### config.mk
export PLATFORM = sky130hd
export DESIGN_NAME = wb_result_arbiter_flat
export DESIGN_NICKNAME = d
export VERILOG_FILES = /design/src/rtl/wb_result_arbiter_pkg.sv /design/src/rtl/wb_result_arbiter_if.sv /design/src/rtl/wb_result_arbiter_src_fifo.sv /design/src/rtl/wb_result_arbiter.sv /design/src/flat_wrapper.sv
export SDC_FILE = /design/constraint.sdc
export NUM_CORES = 2
export LEC_CHECK = 0
export BUFFER_PORTS_ARGS = -buffer_cell sky130_fd_sc_hd__buf_2
export CORE_AREA = 2 2 543 545
export CTS_BUF_LIST = sky130_fd_sc_hd__clkbuf_8
export DETAILED_ROUTE_END_ITERATION = 16
export DIE_AREA = 0 0 545 547
export PLACE_DENSITY = 0.49
export SLEW_MARGIN = 20
export SYNTH_ARGS = -nofsm -noshare
export SYNTH_HDL_FRONTEND = slang
export SYNTH_HIERARCHICAL = 1
export SYNTH_SLANG_ARGS = --single-unit
### constraint.sdc
create_clock -name clk_i -period 39.4 [get_ports clk_i]
set_input_delay 0 -clock clk_i [delete_from_list [all_inputs] [get_ports clk_i]]
set_output_delay 0 -clock clk_i [all_outputs]
set_load 0.05 [all_outputs]
### src/rtl/wb_result_arbiter_pkg.sv
// Shared types and sizing for the write-back result arbiter: result record,
// exception record, source/port counts and per-source FIFO geometry.
package wb_result_arbiter_pkg;

  localparam int TRANS_ID_BITS = 3;
  localparam int NR_WB_SRC     = 5;
  localparam int NR_WB_PORTS   = 2;
  localparam int FIFO_DEPTH    = 2;
  localparam int STORE_SRC     = 2;

  localparam int SRC_IDX_W  = $clog2(NR_WB_SRC);
  localparam int FIFO_PTR_W = $clog2(FIFO_DEPTH);
  localparam int FIFO_CNT_W = FIFO_PTR_W + 1;

  typedef struct packed {
    logic [63:0] cause;
    logic [63:0] tval;
    logic        valid;
  } exception_t;

  typedef struct packed {
    logic [TRANS_ID_BITS-1:0] trans_id;
    logic [63:0]              result;
    exception_t               ex;
  } wb_result_t;

  // Round-robin successor of a source index, wrapping at NR_WB_SRC.
  function automatic logic [SRC_IDX_W-1:0] next_src(input logic [SRC_IDX_W-1:0] s);
    return (s == SRC_IDX_W'(NR_WB_SRC - 1)) ? '0 : s + 1'b1;
  endfunction

endpackage

### src/rtl/wb_result_arbiter_if.sv
// Bundle between the execute-stage result producers, the arbiter and the
// scoreboard write ports.
interface wb_result_arbiter_if;
  import wb_result_arbiter_pkg::*;

  // Handshake: src_valid[s] pushes one record at the clock edge and may only be
  // raised while src_ready[s] is high. wb_valid has no back-pressure; every
  // asserted write port is consumed by the scoreboard in that cycle.
  logic [NR_WB_SRC-1:0]     src_valid;
  logic [NR_WB_SRC-1:0]     src_ready;
  logic [TRANS_ID_BITS-1:0] src_trans_id [NR_WB_SRC];
  logic [63:0]              src_result   [NR_WB_SRC];
  exception_t               src_ex       [NR_WB_SRC];

  logic [NR_WB_PORTS-1:0]   wb_valid;
  logic [TRANS_ID_BITS-1:0] wb_trans_id  [NR_WB_PORTS];
  logic [63:0]              wb_result    [NR_WB_PORTS];
  exception_t               wb_ex        [NR_WB_PORTS];

  modport master (
    output src_valid, src_trans_id, src_result, src_ex,
    input  src_ready, wb_valid, wb_trans_id, wb_result, wb_ex
  );

  modport slave (
    input  src_valid, src_trans_id, src_result, src_ex,
    output src_ready, wb_valid, wb_trans_id, wb_result, wb_ex
  );

endinterface

### src/rtl/wb_result_arbiter_src_fifo.sv
// Small per-source result FIFO with push/pop/flush; the head is read
// combinationally so the arbiter can forward it in the grant cycle.
module wb_result_arbiter_src_fifo
  import wb_result_arbiter_pkg::*;
(
  input  logic       clk_i,
  input  logic       rst_ni,
  input  logic       flush_i,
  input  logic       push_i,
  input  logic       pop_i,
  input  wb_result_t data_i,
  output wb_result_t head_o,
  output logic       full_o,
  output logic       empty_o
);

  wb_result_t              mem [FIFO_DEPTH];
  logic [FIFO_PTR_W-1:0]   wr_ptr;
  logic [FIFO_PTR_W-1:0]   rd_ptr;
  logic [FIFO_CNT_W-1:0]   count;
  logic                    do_push;
  logic                    do_pop;

  assign full_o  = (count == FIFO_CNT_W'(FIFO_DEPTH));
  assign empty_o = (count == '0);
  // A push into a full FIFO is only accepted when the head leaves in the same cycle.
  assign do_push = push_i && (!full_o || pop_i);
  assign do_pop  = pop_i && !empty_o;
  assign head_o  = mem[rd_ptr];

  always_ff @(posedge clk_i or negedge rst_ni) begin
    if (!rst_ni) begin
      wr_ptr <= '0;
      rd_ptr <= '0;
      count  <= '0;
    end else if (flush_i) begin
      wr_ptr <= '0;
      rd_ptr <= '0;
      count  <= '0;
    end else begin
      if (do_push) wr_ptr <= wr_ptr + 1'b1;
      if (do_pop)  rd_ptr <= rd_ptr + 1'b1;
      count <= count + FIFO_CNT_W'(do_push) - FIFO_CNT_W'(do_pop);
    end
  end

  always_ff @(posedge clk_i) begin
    if (do_push) mem[wr_ptr] <= data_i;
  end

  push_into_full_a: assert property (@(posedge clk_i) disable iff (!rst_ni)
    !(push_i && full_o && !pop_i))
    else $error("push into full source FIFO");

endmodule

### src/rtl/wb_result_arbiter.sv
// Collects execute-stage results into per-source FIFOs and forwards up to
// NR_WB_PORTS of them per cycle to the scoreboard, round-robin across sources.
module wb_result_arbiter
  import wb_result_arbiter_pkg::*;
(
  input  logic                 clk_i,
  input  logic                 rst_ni,
  input  logic                 flush_i,
  wb_result_arbiter_if.slave   bus,
  output logic [SRC_IDX_W-1:0] rr_ptr_o
);

  logic [NR_WB_SRC-1:0]   full;
  logic [NR_WB_SRC-1:0]   empty;
  logic [NR_WB_SRC-1:0]   grant;
  wb_result_t             head [NR_WB_SRC];

  logic [SRC_IDX_W-1:0]   ptr_q;
  logic [SRC_IDX_W-1:0]   ptr_d;
  logic [SRC_IDX_W-1:0]   last_src;
  logic [SRC_IDX_W:0]     scan_sum;
  logic [SRC_IDX_W-1:0]   scan_idx;
  logic                   taken;
  logic [NR_WB_PORTS-1:0] port_vld;
  logic [SRC_IDX_W-1:0]   port_sel [NR_WB_PORTS];

  logic [NR_WB_PORTS-1:0] wb_valid_q;
  wb_result_t             wb_q [NR_WB_PORTS];

  for (genvar s = 0; s < NR_WB_SRC; s++) begin : g_src
    // Committed store acknowledgements must survive a pipeline flush.
    localparam bit FLUSHABLE = (s != STORE_SRC);
    wb_result_t push_data;

    assign push_data = '{trans_id: bus.src_trans_id[s],
                         result:   bus.src_result[s],
                         ex:       bus.src_ex[s]};

    wb_result_arbiter_src_fifo u_fifo (
      .clk_i,
      .rst_ni,
      .flush_i (flush_i && FLUSHABLE),
      .push_i  (bus.src_valid[s]),
      .pop_i   (grant[s]),
      .data_i  (push_data),
      .head_o  (head[s]),
      .full_o  (full[s]),
      .empty_o (empty[s])
    );
  end

  assign bus.src_ready = ~full;

  // Scan from ptr_q; each non-empty source takes the lowest free write port.
  always_comb begin
    grant    = '0;
    port_vld = '0;
    last_src = ptr_q;
    scan_sum = '0;
    scan_idx = '0;
    taken    = 1'b0;
    for (int p = 0; p < NR_WB_PORTS; p++) port_sel[p] = '0;
    for (int k = 0; k < NR_WB_SRC; k++) begin
      scan_sum = {1'b0, ptr_q} + (SRC_IDX_W+1)'(k);
      if (scan_sum >= (SRC_IDX_W+1)'(NR_WB_SRC)) scan_sum = scan_sum - (SRC_IDX_W+1)'(NR_WB_SRC);
      scan_idx = scan_sum[SRC_IDX_W-1:0];
      taken    = 1'b0;
      for (int p = 0; p < NR_WB_PORTS; p++) begin
        if (!flush_i && !empty[scan_idx] && !port_vld[p] && !taken) begin
          port_vld[p]     = 1'b1;
          port_sel[p]     = scan_idx;
          grant[scan_idx] = 1'b1;
          last_src        = scan_idx;
          taken           = 1'b1;
        end
      end
    end
    ptr_d = ptr_q;
    if (flush_i)        ptr_d = '0;
    else if (|port_vld) ptr_d = next_src(last_src);
  end

  always_ff @(posedge clk_i or negedge rst_ni) begin
    if (!rst_ni) begin
      ptr_q      <= '0;
      wb_valid_q <= '0;
      for (int p = 0; p < NR_WB_PORTS; p++) wb_q[p] <= '0;
    end else begin
      ptr_q      <= ptr_d;
      wb_valid_q <= port_vld;
      for (int p = 0; p < NR_WB_PORTS; p++) begin
        if (port_vld[p]) wb_q[p] <= head[port_sel[p]];
      end
    end
  end

  assign bus.wb_valid = wb_valid_q;
  assign rr_ptr_o     = ptr_q;

  for (genvar p = 0; p < NR_WB_PORTS; p++) begin : g_port
    assign bus.wb_trans_id[p] = wb_q[p].trans_id;
    assign bus.wb_result[p]   = wb_q[p].result;
    assign bus.wb_ex[p]       = wb_q[p].ex;
  end

endmodule

### src/flat_wrapper.sv
// flat-port wrapper written by rule: the top's interface ports become plain ports
module wb_result_arbiter_flat import wb_result_arbiter_pkg::*;
  (clk_i, rst_ni, flush_i, rr_ptr_o, bus_src_valid, bus_src_trans_id, bus_src_result, bus_src_ex, bus_src_ready, bus_wb_valid, bus_wb_trans_id, bus_wb_result, bus_wb_ex);
  wb_result_arbiter_if bus_i ();
  input  logic clk_i;
  input  logic rst_ni;
  input  logic flush_i;
  output logic [SRC_IDX_W-1:0] rr_ptr_o;
  input wire logic [$bits(bus_i.src_valid)-1:0] bus_src_valid;
  input wire logic [$bits(bus_i.src_trans_id)-1:0] bus_src_trans_id;
  input wire logic [$bits(bus_i.src_result)-1:0] bus_src_result;
  input wire logic [$bits(bus_i.src_ex)-1:0] bus_src_ex;
  output wire logic [$bits(bus_i.src_ready)-1:0] bus_src_ready;
  output wire logic [$bits(bus_i.wb_valid)-1:0] bus_wb_valid;
  output wire logic [$bits(bus_i.wb_trans_id)-1:0] bus_wb_trans_id;
  output wire logic [$bits(bus_i.wb_result)-1:0] bus_wb_result;
  output wire logic [$bits(bus_i.wb_ex)-1:0] bus_wb_ex;
  assign bus_i.src_valid = bus_src_valid;
  assign bus_i.src_trans_id = {>>{bus_src_trans_id}};
  assign bus_i.src_result = {>>{bus_src_result}};
  assign bus_i.src_ex = {>>{bus_src_ex}};
  assign bus_src_ready = bus_i.src_ready;
  assign bus_wb_valid = bus_i.wb_valid;
  assign bus_wb_trans_id = {>>{bus_i.wb_trans_id}};
  assign bus_wb_result = {>>{bus_i.wb_result}};
  assign bus_wb_ex = {>>{bus_i.wb_ex}};
  wb_result_arbiter u_core (.clk_i(clk_i), .rst_ni(rst_ni), .flush_i(flush_i), .bus(bus_i), .rr_ptr_o(rr_ptr_o));
endmodule
After elaboration in Yosys (flattened, before gate mapping)
Memories as Yosys holds them, arrays and structs flattened.
Cells that the tools add are included.
Storage, ports and cells
  flip-flop bits (word level): 417
  RAM bits: 1960
  output and inout bits: 402
  word-level logic and storage cells: 286
  memories: 5
Cells by class
  add/sub/neg operators: 30
  $lt $le $gt $ge: 17
  eq/ne operators: 6
  multiplexer cells: 108
  bitwise gates (word level): 12
  reduce and logical (&&, ||, !) cells: 81
Memories
  u_core.g_src[0].u_fifo.mem: depth 2, width 196, read ports 1, clocked after Yosys merged registers in 0, wr ports 1, RTL line wb_result_arbiter_src_fifo.sv:17  | wb_result_t mem [FIFO_DEPTH];
  u_core.g_src[1].u_fifo.mem: depth 2, width 196, read ports 1, clocked after Yosys merged registers in 0, wr ports 1, RTL line wb_result_arbiter_src_fifo.sv:17
  u_core.g_src[2].u_fifo.mem: depth 2, width 196, read ports 1, clocked after Yosys merged registers in 0, wr ports 1, RTL line wb_result_arbiter_src_fifo.sv:17
  u_core.g_src[3].u_fifo.mem: depth 2, width 196, read ports 1, clocked after Yosys merged registers in 0, wr ports 1, RTL line wb_result_arbiter_src_fifo.sv:17
  u_core.g_src[4].u_fifo.mem: depth 2, width 196, read ports 1, clocked after Yosys merged registers in 0, wr ports 1, RTL line wb_result_arbiter_src_fifo.sv:17
Operator list (count)
  196-bit binary-select mux with 3-bit select: 2
  196-bit two-way mux: 4
  3-bit two-way mux: 28
  1-bit two-way mux: 50
  5-bit two-way mux: 10
  5-bit bitwise OR: 9
  1-bit logical AND: 33
  1-bit zero test: 28
  3-bit by 4-bit less-than comparator with 1-bit output (second input constant): 5
  2-bit nonzero test: 9
  4-bit by 3-bit greater-or-equal comparator with 1-bit output (second input constant): 4
  1-bit binary-select mux with 3-bit select: 5
  1-bit demux with 3-bit select: 5
  3-bit by 1-bit greater-or-equal comparator with 1-bit output (second input constant): 5
  3-bit subtractor (second input constant): 5
  1-bit adder (second input constant): 10
  2-bit by 1-bit adder with 2-bit output: 5
  2-bit == test (second input constant): 5
  2-bit zero test: 5
  2-bit by 1-bit subtractor with 2-bit output: 5
  3-bit by 2-bit adder with 4-bit output (second input constant): 2
  4-bit greater-or-equal comparator (second input constant): 2
  2-bit two-way mux: 4
  3-bit inverter with 4-bit output: 2
  other kinds (8): 12

Longest topological paths before layout
  depth in word-level cells: 31
  gate-level depth with buffers: 25
  gate-level depth less buffers: 20

Modules after synthesis
Netlist, hierarchy kept.
By module, submodules not included
  wb_result_arbiter_src_fifo: instances 5, cells an instance 634, area each 14868.0 um^2, seq. area each 11871.4 um^2
  wb_result_arbiter: instances 1, cells an instance 2321, area each 28071.9 um^2, seq. area each 9934.5 um^2

Least setup slack after synthesis
No wires, ideal clock.
  path kind: reg-to-reg
  from: register u_core.ptr_q[1], in the netlist u_core/rr_ptr_o[1]
  to: memory u_core/g_src[3].u_fifo/mem[0][0] (netlist name) (enable)
  setup time: 755 ps
  data arrival time: 12323 ps
  data required time: 38645 ps
  setup slack: 26321 ps
  cell stages (with the launch flop): 16
  buffers on the path: 2
  cells stage by stage: dfrtp_1 > buf_2 > clkinv_1 > ha_1 > ha_1 > clkbuf_1 > o41ai_1 > o32ai_4 > o31ai_4 > nand2_1 > a21o_1 > a21oi_1 > nand2_1 > o31ai_1 > o21ai_2 > nor2_1
Between the ends
  longest elaborated chain between the ends: 30
  elaborated cells between the ends (all ways): 124
  classes of those cells: add/sub: 9; order compare: 15; mux: 49; bitwise: 9; reduce/logical: 42
RTL lines
  from (decl): RTL line wb_result_arbiter.sv:18  | logic [SRC_IDX_W-1:0] ptr_q;
  from (signal assigned): RTL line wb_result_arbiter.sv:89  | ptr_q <= ptr_d;
  parallel branches: the longest is 25 deep, another holds 3-bit by 1-bit adder with 4-bit output
  5-bit two-way mux (*): RTL line wb_result_arbiter.sv:69  | if (!flush_i && !empty[scan_idx] && !port_vld[p] && !taken) begin
  named net u_core.grant[3]: RTL line wb_result_arbiter.sv:15  | logic [NR_WB_SRC-1:0] grant;
  1-bit logical OR (*): RTL line wb_result_arbiter_src_fifo.sv:27  | assign do_push = push_i && (!full_o || pop_i);
  1-bit logical AND (*): RTL line wb_result_arbiter_src_fifo.sv:27
  1-bit two-way mux (*): RTL line wb_result_arbiter_src_fifo.sv:48  | if (do_push) mem[wr_ptr] <= data_i;
  1-bit two-way mux (not written as such) (*): RTL line wb_result_arbiter_src_fifo.sv:48
  to (decl): RTL line wb_result_arbiter_src_fifo.sv:17
Mark *: on every way through the listed nets, which the timed path passes. The select of a mux whose other input is x is not followed.

Final worst setup path
  from: register u_core.ptr_q[1], in the netlist u_core/rr_ptr_o[1]
  to: memory u_core/g_src[0].u_fifo/mem[1][153] (netlist name) (enable)
Between the ends
  longest elaborated chain between the ends: 30
  elaborated cells between the ends (all ways): 124
  classes of those cells: add/sub: 9; order compare: 15; mux: 49; bitwise: 9; reduce/logical: 42
RTL lines (RTL line)
  parallel branches: the longest is 25 deep, another holds 3-bit by 1-bit adder with 4-bit output
  5-bit two-way mux (*): wb_result_arbiter.sv:69
  named net u_core.grant[0]: wb_result_arbiter.sv:15
  1-bit logical OR (*): wb_result_arbiter_src_fifo.sv:27
  1-bit logical AND (*): wb_result_arbiter_src_fifo.sv:27
  1-bit two-way mux (*): wb_result_arbiter_src_fifo.sv:48
  1-bit two-way mux (not written as such) (*): wb_result_arbiter_src_fifo.sv:48
  to (decl): wb_result_arbiter_src_fifo.sv:17
Marks and branches as above.

==> flow_metrics.tcl <==
set metrics [dict create \
    io_buffer_count 1389 \
    clock_path_buffers 4 \
    gp_congestion 0.8307 \
    start_util 0.3501 \
    cts.htree.levels 5 \
    drc 0 \
    post-route-period-util 0.2217 \
    path_buf_inv 4 \
    ys_types 83 \
    period_needed_ns 8.736 \
    syn_inst 5491 \
    ys_top_cells_by_area "edfxtp_1 57%, dfrtp_1 10%, mux2_4 8.8%, mux4_2 4.3%, mux2_2 4.3%" \
    grt.busiest_layer "met2" \
    start_kind "register" \
    fmax_mhz 114.5 \
    grt_pass1_vias 74160 \
    ys_seq_elements 2377 \
    setup_violations 0 \
    via_per_inst 5.239 \
    slew_violations 93 \
    grtUsageMet3 0.06267 \
    syn-cell-area_um2 102400 \
    grt_use_total 0.2641 \
    mostFrequentLayoutCell "dlygate4sd3_1" \
    cpPeakStageDelay_ns 1.10 \
    fin_setup_tns_ns 0 \
    numCtsBuffers 415 \
    crit_top_cell "buf_4" \
    hold_class "primary input to register" \
    critPathKind "register to register" \
    cp_max_fo 45 \
    yosys_most_used_dff "edfxtp_1" \
    num_io_pins 1390 \
    drt-total-wl_um 405100 \
    synth_area_per_cell_um2 18.65 \
    cp_top_family "buffers and inverters" \
    clock_tree.root_cell "clkbuf_8" \
    grt_use_met1 0.3346 \
    use_met2 0.4366 \
    final_util 0.4833 \
    ant_nets 0 \
    n_fill_cell 25440 \
    clk_latency_ns 1.10 \
    ys_warn_count 6 \
    multi_input_area_um2 30740 \
    worst_pin_slew_ns 1.979 \
    cts_tree "done" \
    antenna_found_initial 150 \
    placementRows 199 \
    async_flop_share 0.1754 \
    yosys.area.top_type "edfxtp_1" \
    synth_edf_count 1960 \
    grt.overflow.total 0 \
    seq_area_um2 69310 \
    vias 70290 \
    violations "max-slew violations" \
    slew_headroom -0.3195 \
    die_area_um2 298100 \
    cts_sinks 2377 \
    rsz0062_at_grt "no" \
    wire_per_inst_um 30.19 \
    worstPathArrival_ns 9.40 \
    path_cells "clkinv_1, ha_1, nor2b_1, a221oi_1, o21a_1, or3_1, o211ai_1, a21oi_1, a31oi_1, o211ai_1, o21ai_2, nor2_4, buf_4, buf_4, buf_4" \
    dr.pass1.iters 5 \
    area.growth.synth_to_final_pct 38.07 \
    coreArea_um2 292600 \
    maxCapViolCount 0 \
    hpwl_um 258200 \
    most-common-layout-cells "1976 x dlygate4sd3_1, 1960 x edfxtp_1, 1388 x buf_2" \
    fin_worst_skew_ns 0.1203 \
    grt_pass1_wl_um 558200 \
    postCtsSetupBuffers 0 \
    run_status "complete, but fails checks" \
    yosysTopAreaCellShare 0.5747 \
    die_h_um 547 \
    cp_data_required_time_ns 40.06 \
    synth-seq-area-share 0.6766 \
    grt_max_degree 162 \
    drt-initial-drc-count 5865 \
    chipWidth_um 545 \
    drive_gt1_frac 0.3491 \
    worstSetupEndpointType "register" \
    final_hold_viol_count 0 \
    crit_slowest_cell "ha_1" \
    final_nets 10040 \
    clk_pin_slew_ns 0.07 \
]
## routing by layer
metal,part of all wire,routed length (µm)
met5,0.0012,483
met4,0.039,15600
met3,0.075,30510
met2,0.47,192300
met1,0.41,166200
## Yosys cell counts (4+ instances only)
cell type	n
o22ai_1	198
nor2_1	55
nor2b_1	8
buf_2	82
a211oi_2	4
nand4_1	5
buf_4	51
mux2_2	389
inv_2	5
nor4_1	8
and3_1	5
nand2b_1	14
xnor2_1	19
nand2_1	30
a21o_1	5
xor2_1	5
buf_6	99
edfxtp_1	1960
a221o_1	394
a21oi_1	15
dfrtp_1	417
ha_1	20
buf_1	20
o31ai_1	5
o21a_1	7
o21ai_2	6
a211oi_1	7
mux2i_1	400
o211ai_1	5
mux2_4	600
o31a_1	4
inv_1	29
o21ai_0	12
mux4_2	196
a211o_1	4
a31oi_1	9
nand3_1	10
nor3_1	9
clkbuf_1	114
and2_1	199
or3_1	5
## cells by family after synthesis
logic type	Yosys count	share of synthesized area
adders and majority gates	22	0.002737
xor gates and xnor gates	24	0.002052
DFF	2377	0.6766
buffers and inverters	401	0.02483
other	1	0.00003662
and+or+nand+nor	361	0.01998
muxes	1586	0.2131
AOI/OAI and AO/OA	719	0.06071
## through the flow
stage	cell area [µm²]	worst slack [ns]	hold WS (ns)	std cells
6_report	141400	30.66	0.1482	13420
5_1_grt	141300	30.11	0.08748	13390
4_1_cts	141100	30.65	0.01241	13310
3_5_place_dp	113100	30.74	0.06816	10560
3_3_place_gp	113100	30.75	0.05715	10560
2_1_floorplan	102400	26.32	-0.2956	5495
## registers in the layout, summed over array words and instances (netlist names)
register                    flops
u_core/bus.wb_valid             2
u_core/bus.wb_result          128
u_core/bus.wb_ex              258
u_core/bus.wb_trans_id          6
u_core/g_src.u_fifo/wr_ptr      5
u_core/rr_ptr_o                 3
u_core/g_src.u_fifo/mem      1960
u_core/g_src.u_fifo/rd_ptr      5
u_core/g_src.u_fifo/count      10
## layout make-up
class                   instances  area share
flip-flops and latches       2377      0.4902
well taps                    3919     0.03468
inverters                      35   0.0009291
clock inverters               309     0.01201
clock buffers                 471     0.04584
repair buffers               3486      0.1971
multi-input cells            2717      0.2174
diodes                        104    0.001840
## timing repair
| action | 4_1_cts | 5_1_grt |
|---|---|---|
| hold buffers | 1977 | 0 |
| setup endpoints to repair | 0 | 0 |
| endpoints found under the hold margin | 2894 | 0 |
| resized for setup | 0 | 0 |
## worst reg2reg max path: cells and delay by family, from the launching register on
family / cells / cell delay [ns]
buffers and inverters: 4 / 2.84
AO/OA/AOI/OAI: 7 / 2.62
adder cells (fa/ha/maj): 1 / 1.10
AND/OR/NAND/NOR: 3 / 1.04
flip-flops: 1 / 0.64
## worst paths after layout
kind                                                       start                                            to  slack [ns]  cells after the start
max                               u_core/rr_ptr_o[1]$_DFFE_PN0P_  u_core/g_src[0].u_fifo/mem[1][153]$_DFFE_PP_       30.66                     15
min                                              bus_src_ex[450]   u_core/g_src[1].u_fifo/mem[0][63]$_DFFE_PP_        0.15                      3
max reg2reg                       u_core/rr_ptr_o[1]$_DFFE_PN0P_  u_core/g_src[0].u_fifo/mem[1][153]$_DFFE_PP_       30.66                     15
min reg2reg                u_core/bus.wb_result[119]$_DFFE_PN0P_         u_core/bus.wb_result[119]$_DFFE_PN0P_        0.51                      1
max in group asynchronous                                 rst_ni             u_core/bus.wb_ex[120]$_DFFE_PN0P_       37.37                      5
min in group asynchronous                                 rst_ni          u_core/bus.wb_result[48]$_DFFE_PN0P_        0.18                      4
Power is left out: the tool's default activity adds up to more than one toggle a clock period on the data nets, which glitch-free logic cannot reach.
